## config.mk

```make
export PLATFORM = sky130hd
export DESIGN_NAME = pwm_bridge_driver
export DESIGN_NICKNAME = d
export VERILOG_FILES = /design/src/rtl/pwm_bridge_driver.sv
export SDC_FILE = /design/constraint.sdc
export NUM_CORES = 1
export LEC_CHECK = 0
export CAP_MARGIN = 40
export CORE_UTILIZATION = 30
export CTS_CLUSTER_DIAMETER = 100
export DETAILED_ROUTE_END_ITERATION = 10
export PLACE_DENSITY = 0.51
export SKIP_LAST_GASP = 1
export SYNTH_ARGS = -nofsm -noshare
export SYNTH_HDL_FRONTEND = slang
export SYNTH_SLANG_ARGS = --single-unit
```

## constraint.sdc

```tcl
create_clock -name clk -period 4.2 [get_ports clk]
set_input_delay 0.84 -clock clk [delete_from_list [all_inputs] [get_ports clk]]
set_output_delay 0.84 -clock clk [all_outputs]
set_load 0.02 [all_outputs]
```

## src/rtl/pwm_bridge_driver.sv

```systemverilog
// Multi-channel complementary PWM generator with shadowed configuration,
// edge/center-aligned counting, per-channel dead-time insertion and brake.
module pwm_bridge_driver #(
    parameter int DATA_WIDTH = 16,
    parameter int CHANNELS   = 3,
    parameter int DT_WIDTH   = 8
) (
    input  logic                           clk,
    input  logic                           reset,
    input  logic                           pwm_en,
    input  logic                           center_mode,
    input  logic [DATA_WIDTH-1:0]          pwm_period,
    input  logic [CHANNELS*DATA_WIDTH-1:0] duty,
    input  logic [DT_WIDTH-1:0]            deadtime,
    input  logic                           load,
    input  logic                           brake,
    output logic [CHANNELS-1:0]            motorpo,
    output logic [CHANNELS-1:0]            motorne,
    output logic                           period_start,
    output logic                           load_ack
);

    localparam logic DIR_UP   = 1'b0;
    localparam logic DIR_DOWN = 1'b1;

    localparam logic [DATA_WIDTH-1:0] ONE     = DATA_WIDTH'(1);
    localparam logic [DT_WIDTH:0]     LEN_ONE = (DT_WIDTH + 1)'(1);

    logic [DATA_WIDTH-1:0]          sh_period;
    logic [CHANNELS*DATA_WIDTH-1:0] sh_duty;
    logic [DT_WIDTH-1:0]            sh_dt;
    logic                           sh_center;
    logic                           pending;

    logic [DATA_WIDTH-1:0]          act_period;
    logic [CHANNELS*DATA_WIDTH-1:0] act_duty;
    logic [DT_WIDTH-1:0]            act_dt;
    logic                           act_center;

    logic [DATA_WIDTH-1:0] cnt;
    logic [DATA_WIDTH-1:0] cnt_next;
    logic                  dir;
    logic                  dir_next;
    logic                  run;
    logic                  wrap;
    logic                  transfer;
    logic                  enabled;

    logic [CHANNELS-1:0]             raw;
    logic [CHANNELS-1:0]             settled;
    logic [CHANNELS-1:0]             last_raw;
    logic [CHANNELS-1:0]             tracking;
    logic [CHANNELS-1:0][DT_WIDTH:0] run_len;
    logic [CHANNELS-1:0][DT_WIDTH:0] run_len_next;
    logic [DT_WIDTH:0]               dt_ext;

    assign run          = pwm_en && (act_period != '0);
    assign enabled      = run && !brake;
    assign transfer     = pending && (wrap || !pwm_en || (act_period == '0));
    assign period_start = run && (cnt == '0);
    assign dt_ext       = {1'b0, act_dt};

    // Next count and direction; wrap flags the edge on which cnt returns to 0.
    always_comb begin
        cnt_next = '0;
        dir_next = DIR_UP;
        wrap     = 1'b0;
        if (run) begin
            if (!act_center) begin
                if (cnt >= act_period - ONE) begin
                    wrap = 1'b1;
                end else begin
                    cnt_next = cnt + ONE;
                end
            end else if (dir == DIR_UP) begin
                if (cnt >= act_period) begin
                    if (act_period == ONE) begin
                        wrap = 1'b1;
                    end else begin
                        cnt_next = act_period - ONE;
                        dir_next = DIR_DOWN;
                    end
                end else begin
                    cnt_next = cnt + ONE;
                end
            end else begin
                if (cnt <= ONE) begin
                    wrap = 1'b1;
                end else begin
                    cnt_next = cnt - ONE;
                    dir_next = DIR_DOWN;
                end
            end
        end
    end

    always_ff @(posedge clk or negedge reset) begin
        if (!reset) begin
            cnt <= '0;
            dir <= DIR_UP;
        end else begin
            cnt <= cnt_next;
            dir <= dir_next;
        end
    end

    // A load coinciding with a transfer bypasses the shadow so the newest values win.
    always_ff @(posedge clk or negedge reset) begin
        if (!reset) begin
            sh_period  <= '0;
            sh_duty    <= '0;
            sh_dt      <= '0;
            sh_center  <= 1'b0;
            act_period <= '0;
            act_duty   <= '0;
            act_dt     <= '0;
            act_center <= 1'b0;
            pending    <= 1'b0;
            load_ack   <= 1'b0;
        end else begin
            if (load) begin
                sh_period <= pwm_period;
                sh_duty   <= duty;
                sh_dt     <= deadtime;
                sh_center <= center_mode;
            end
            if (transfer) begin
                act_period <= load ? pwm_period  : sh_period;
                act_duty   <= load ? duty        : sh_duty;
                act_dt     <= load ? deadtime    : sh_dt;
                act_center <= load ? center_mode : sh_center;
            end
            pending  <= (pending | load) & ~transfer;
            load_ack <= transfer;
        end
    end

    // An output may rise only once raw has held its level for deadtime+1 samples;
    // run_len saturates just above the dead time so it never overflows.
    always_comb begin
        raw          = '0;
        settled      = '0;
        run_len_next = '0;
        for (int i = 0; i < CHANNELS; i++) begin
            raw[i] = (act_duty[i*DATA_WIDTH +: DATA_WIDTH] >= act_period) ||
                     (cnt < act_duty[i*DATA_WIDTH +: DATA_WIDTH]);
            if (tracking[i] && (raw[i] == last_raw[i])) begin
                run_len_next[i] = (run_len[i] > dt_ext) ? run_len[i] : run_len[i] + LEN_ONE;
            end else begin
                run_len_next[i] = LEN_ONE;
            end
            settled[i] = run_len_next[i] > dt_ext;
        end
    end

    always_ff @(posedge clk or negedge reset) begin
        if (!reset) begin
            motorpo  <= '0;
            motorne  <= '0;
            tracking <= '0;
            last_raw <= '0;
            run_len  <= '0;
        end else if (!enabled) begin
            motorpo  <= '0;
            motorne  <= '0;
            tracking <= '0;
            run_len  <= '0;
        end else begin
            motorpo  <= raw & settled;
            motorne  <= ~raw & settled;
            tracking <= '1;
            last_raw <= raw;
            run_len  <= run_len_next;
        end
    end

endmodule

```

==> results by group <==
Status
  • Status: completed

Synth
  • Number of synthesized flops with an enable pin: 0
  • Top-count cell post-synth: dfrtp_1
  • Synthesized area: 13230 um2
  • Count of cell types in the netlist: 71
  • Main synth FF type: dfrtp_1
  • Synth area leader: dfrtp_1
  • Flops & latches, synth: 202
  • Top cell type's share of synthesized area: 0.3822
  • Syn. warnings: 0
  • Async set-reset flop share out of synthesis: 1.000
  • Syn_area_per_cell: 10.87 um2
  • Syn nets: 1477
  • Post-Syn Instances: 1217
  • Synth top cells by count: dfrtp_1, ha_1, mux2_2, inv_1, nand2_1
  • Sequential share of the synthesized area: 0.3822
  • Area contributors post-synth: dfrtp_1, ha_1, mux2_2, mux2_4, inv_1

Global route
  • Largest net degree at the start of global routing: 87
  • Initial antenna violation count: 0
  • GRT Util Overall: 0.1701
  • Vias in the first global route: 10040
  • First-pass GRT wire length: 58890 um
  • Total congestion overflow: 0

Setup path
  • Required @ worst endpoint: 4610 ps
  • Crit Path Max Fanout: 5
  • Bufs and invs on worst path: 1
  • Family with the most delay on the worst path: compound AO/OA/AOI/OAI gates
  • WS Path Type: reg2reg
  • Worst path max stage delay: 440 ps
  • CP Launch Type: register
  • Critical path's slowest cell: dfrtp_1
  • Critical path arrival: 4330 ps
  • Crit path capture type: register
  • Worst path cell trace: inv_1 > ha_1 > a21o_1 > a31oi_1 > o211ai_1 > and3_1 > a211oi_1 > mux2_2 > nor2_1 > ha_1 > nor2b_1 > o21a_1 > o21a_1 > o211ai_1 > a311o_1 > o21ai_0 > and2_1

CTS
  • Num CTS Buffers: 25
  • Hold_buf cts: 0
  • Postcts setup bufs: 0
  • CTS root buf: clkbuf_16
  • Post-CTS Resized: 0
  • Clk_lat worst skew: 540 ps
  • Sink Count: 202
  • Clock buffer depth: 3
  • H-tree Lvls: 1
  • Clock transition at path regs: 60 ps
  • CTS tree: built

Drt
  • Via count: 9683
  • ANT nets after route: 0
  • Routed wire length: 36910 um
  • Met2 routed WL: 16210 um
  • Initial DRC count: 499
  • Via density: 4.953
  • Drt drc: 0
  • Wire per inst: 18.88 um
  • Metal-1 WL: 18580 um
  • First drt pass iteration count: 5
  • Top routing layer in use: met4
  • Met3 wire length: 1375 um

Timing
  • Worst setup margin: 280.3 ps
  • Post-route setup TNS: 0 ps
  • Final min period: 3920 ps
  • RSZ-0062 raised after global routing: no
  • Final period util: 0.9333
  • Final setup violation count: 0
  • Worst-Margin Slew: 875.0 ps
  • Headroom to the max-slew limit: 0.4125
  • Clock skew: 20.12 ps
  • Fmax: 255.1 MHz
  • Hold Vio Cnt, Final: 0
  • Slew Viols, Final: 0

Placement
  • DP Worst Slack: 179.6 ps
  • Hpwl dp: 28300 um
  • Buffers on Ports: 85
  • RD Place Congestion: 0.9143

Power and ir drop
  • PwrDens: 588.4 nW/um2
  • Maximum VDD drop: 0.2428 mV
  • Pint: 5756 uW
  • Clock power share: 0.239
  • Switch share: 0.3858
  • Sequential share of power: 0.314
  • Gate power share: 0.447
  • Net Switching: 3615 uW
  • Leak pwr: 0.007458 uW

Floorplan
  • DIE HEIGHT: 212.0 um
  • Initial Util: 0.3057
  • Die Footprint: 44930 um2
  • # IOs: 86
  • Overall die width: 212.0 um
  • Total core area: 43270 um2
  • Placement Rows: 76

Finish
  • Filler cell count: 4219
  • Layout net count: 1612
  • Synthesis-to-finish area growth: 20.44%
  • Share of cells above drive strength 1: 0.1898
  • Multi-input combinational cell area: 7630 um2
  • Register Area: 5055 um2
  • Inserted Diodes: 0

Run
  • Max cap viols: 0

Min path
  • Hold Crit Class: in2async
-- layout make-up --
class / count / share of cell area
Multi-Input combinational cell: 896 / 0.4790
Sequential cell: 202 / 0.3173
Timing Repair Buffer: 142 / 0.08428
Tap cell: 585 / 0.04595
Clock buffer: 29 / 0.04273
Inverter: 85 / 0.02003
Clock inverter: 16 / 0.01068
-- kinds of logic (layout without fill, tap and decap cells) --
| kind of cell | Yosys count | in the layout | synth area share |
|---|---|---|---|
| adder cells (fa/ha/maj) | 182 | 182 | 0.1722 |
| AND/OR/NAND/NOR | 298 | 298 | 0.1130 |
| flip-flops | 202 | 202 | 0.3822 |
| multiplexers | 152 | 152 | 0.1417 |
| XOR/XNOR | 60 | 60 | 0.03973 |
| AO/OA/AOI/OAI | 204 | 204 | 0.1093 |
| buffers and inverters | 119 | 272 | 0.04191 |
-- through the flow --
step,total power (uW),utilization,std cells,instance area (um2),hold WS [ps]
after floorplan,5737,-,1217,13230,446.5
after global placement,7049,0.3475,1908,15040,476.3
after detailed placement,7136,0.3482,1910,15060,474.2
after CTS,9462,0.3678,1955,15920,397.3
after global routing,10100,0.3682,1955,15930,436.0
final,9372,0.3682,1955,15930,385.6
-- path summary, 6_finish.rpt --
path                                            from                     end  slack [ps]  cells past startpoint
hold reg to reg                  sh_center$_DFF_PN0_     sh_center$_DFF_PN0_         490                      2
setup / recovery           act_period[2]$_DFFE_PN0P_    motorne[2]$_DFF_PN0_         280                     17
hold / removal                                 reset  sh_period[4]$_DFF_PN0_         390                      1
setup reg to reg           act_period[2]$_DFFE_PN0P_    motorne[2]$_DFF_PN0_         280                     17
min in group clk                 sh_center$_DFF_PN0_     sh_center$_DFF_PN0_         490                      2
max in group asynchronous                      reset    sh_duty[4]$_DFF_PN0_        2970                      2
-- cell usage in the layout (no fill, tap or decap), types with 24 or more instances in the layout --
cell,Yosys,final
dfrtp_1,202,202
ha_1,182,182
mux2_2,97,97
inv_1,85,85
clkdlybuf4s50_1,0,83
nand2_1,71,71
nor2_1,63,63
buf_4,2,53
mux2_4,45,45
nor3_1,44,44
a21oi_1,43,43
nand4_1,30,30
a21o_1,30,30
xor2_1,30,30
xnor2_1,30,30
nand3_1,26,26
clkbuf_16,0,25
o21ai_0,24,24
-- sequential cells by signal, indices dropped and copies added (netlist names), 8 cells and up --
name        cells
act_dt          8
act_duty       48
act_period     16
cnt            16
run_len        27
sh_dt           8
sh_duty        48
sh_period      16
-- metal layers --
metal,vias to the layer above,track usage
met5,-,0
met4,0,0.04473
met3,40,0.02092
met2,171,0.2639
met1,4766,0.2474
li1,4706,-
-- power by group through the flow --
| stage | registers, uW | logic [uW] | clock network (uW) |
|---|---|---|---|
| 2_1_floorplan | 2740 | 3000 | 0 |
| 3_3_place_gp | 2970 | 4080 | 0 |
| 3_5_place_dp | 2980 | 4160 | 0 |
| 4_1_cts | 2950 | 4200 | 2310 |
| 5_1_grt | 3010 | 4700 | 2390 |
| 6_report | 2950 | 4190 | 2240 |
No activity file was read; power rests on OpenSTA's default activity.
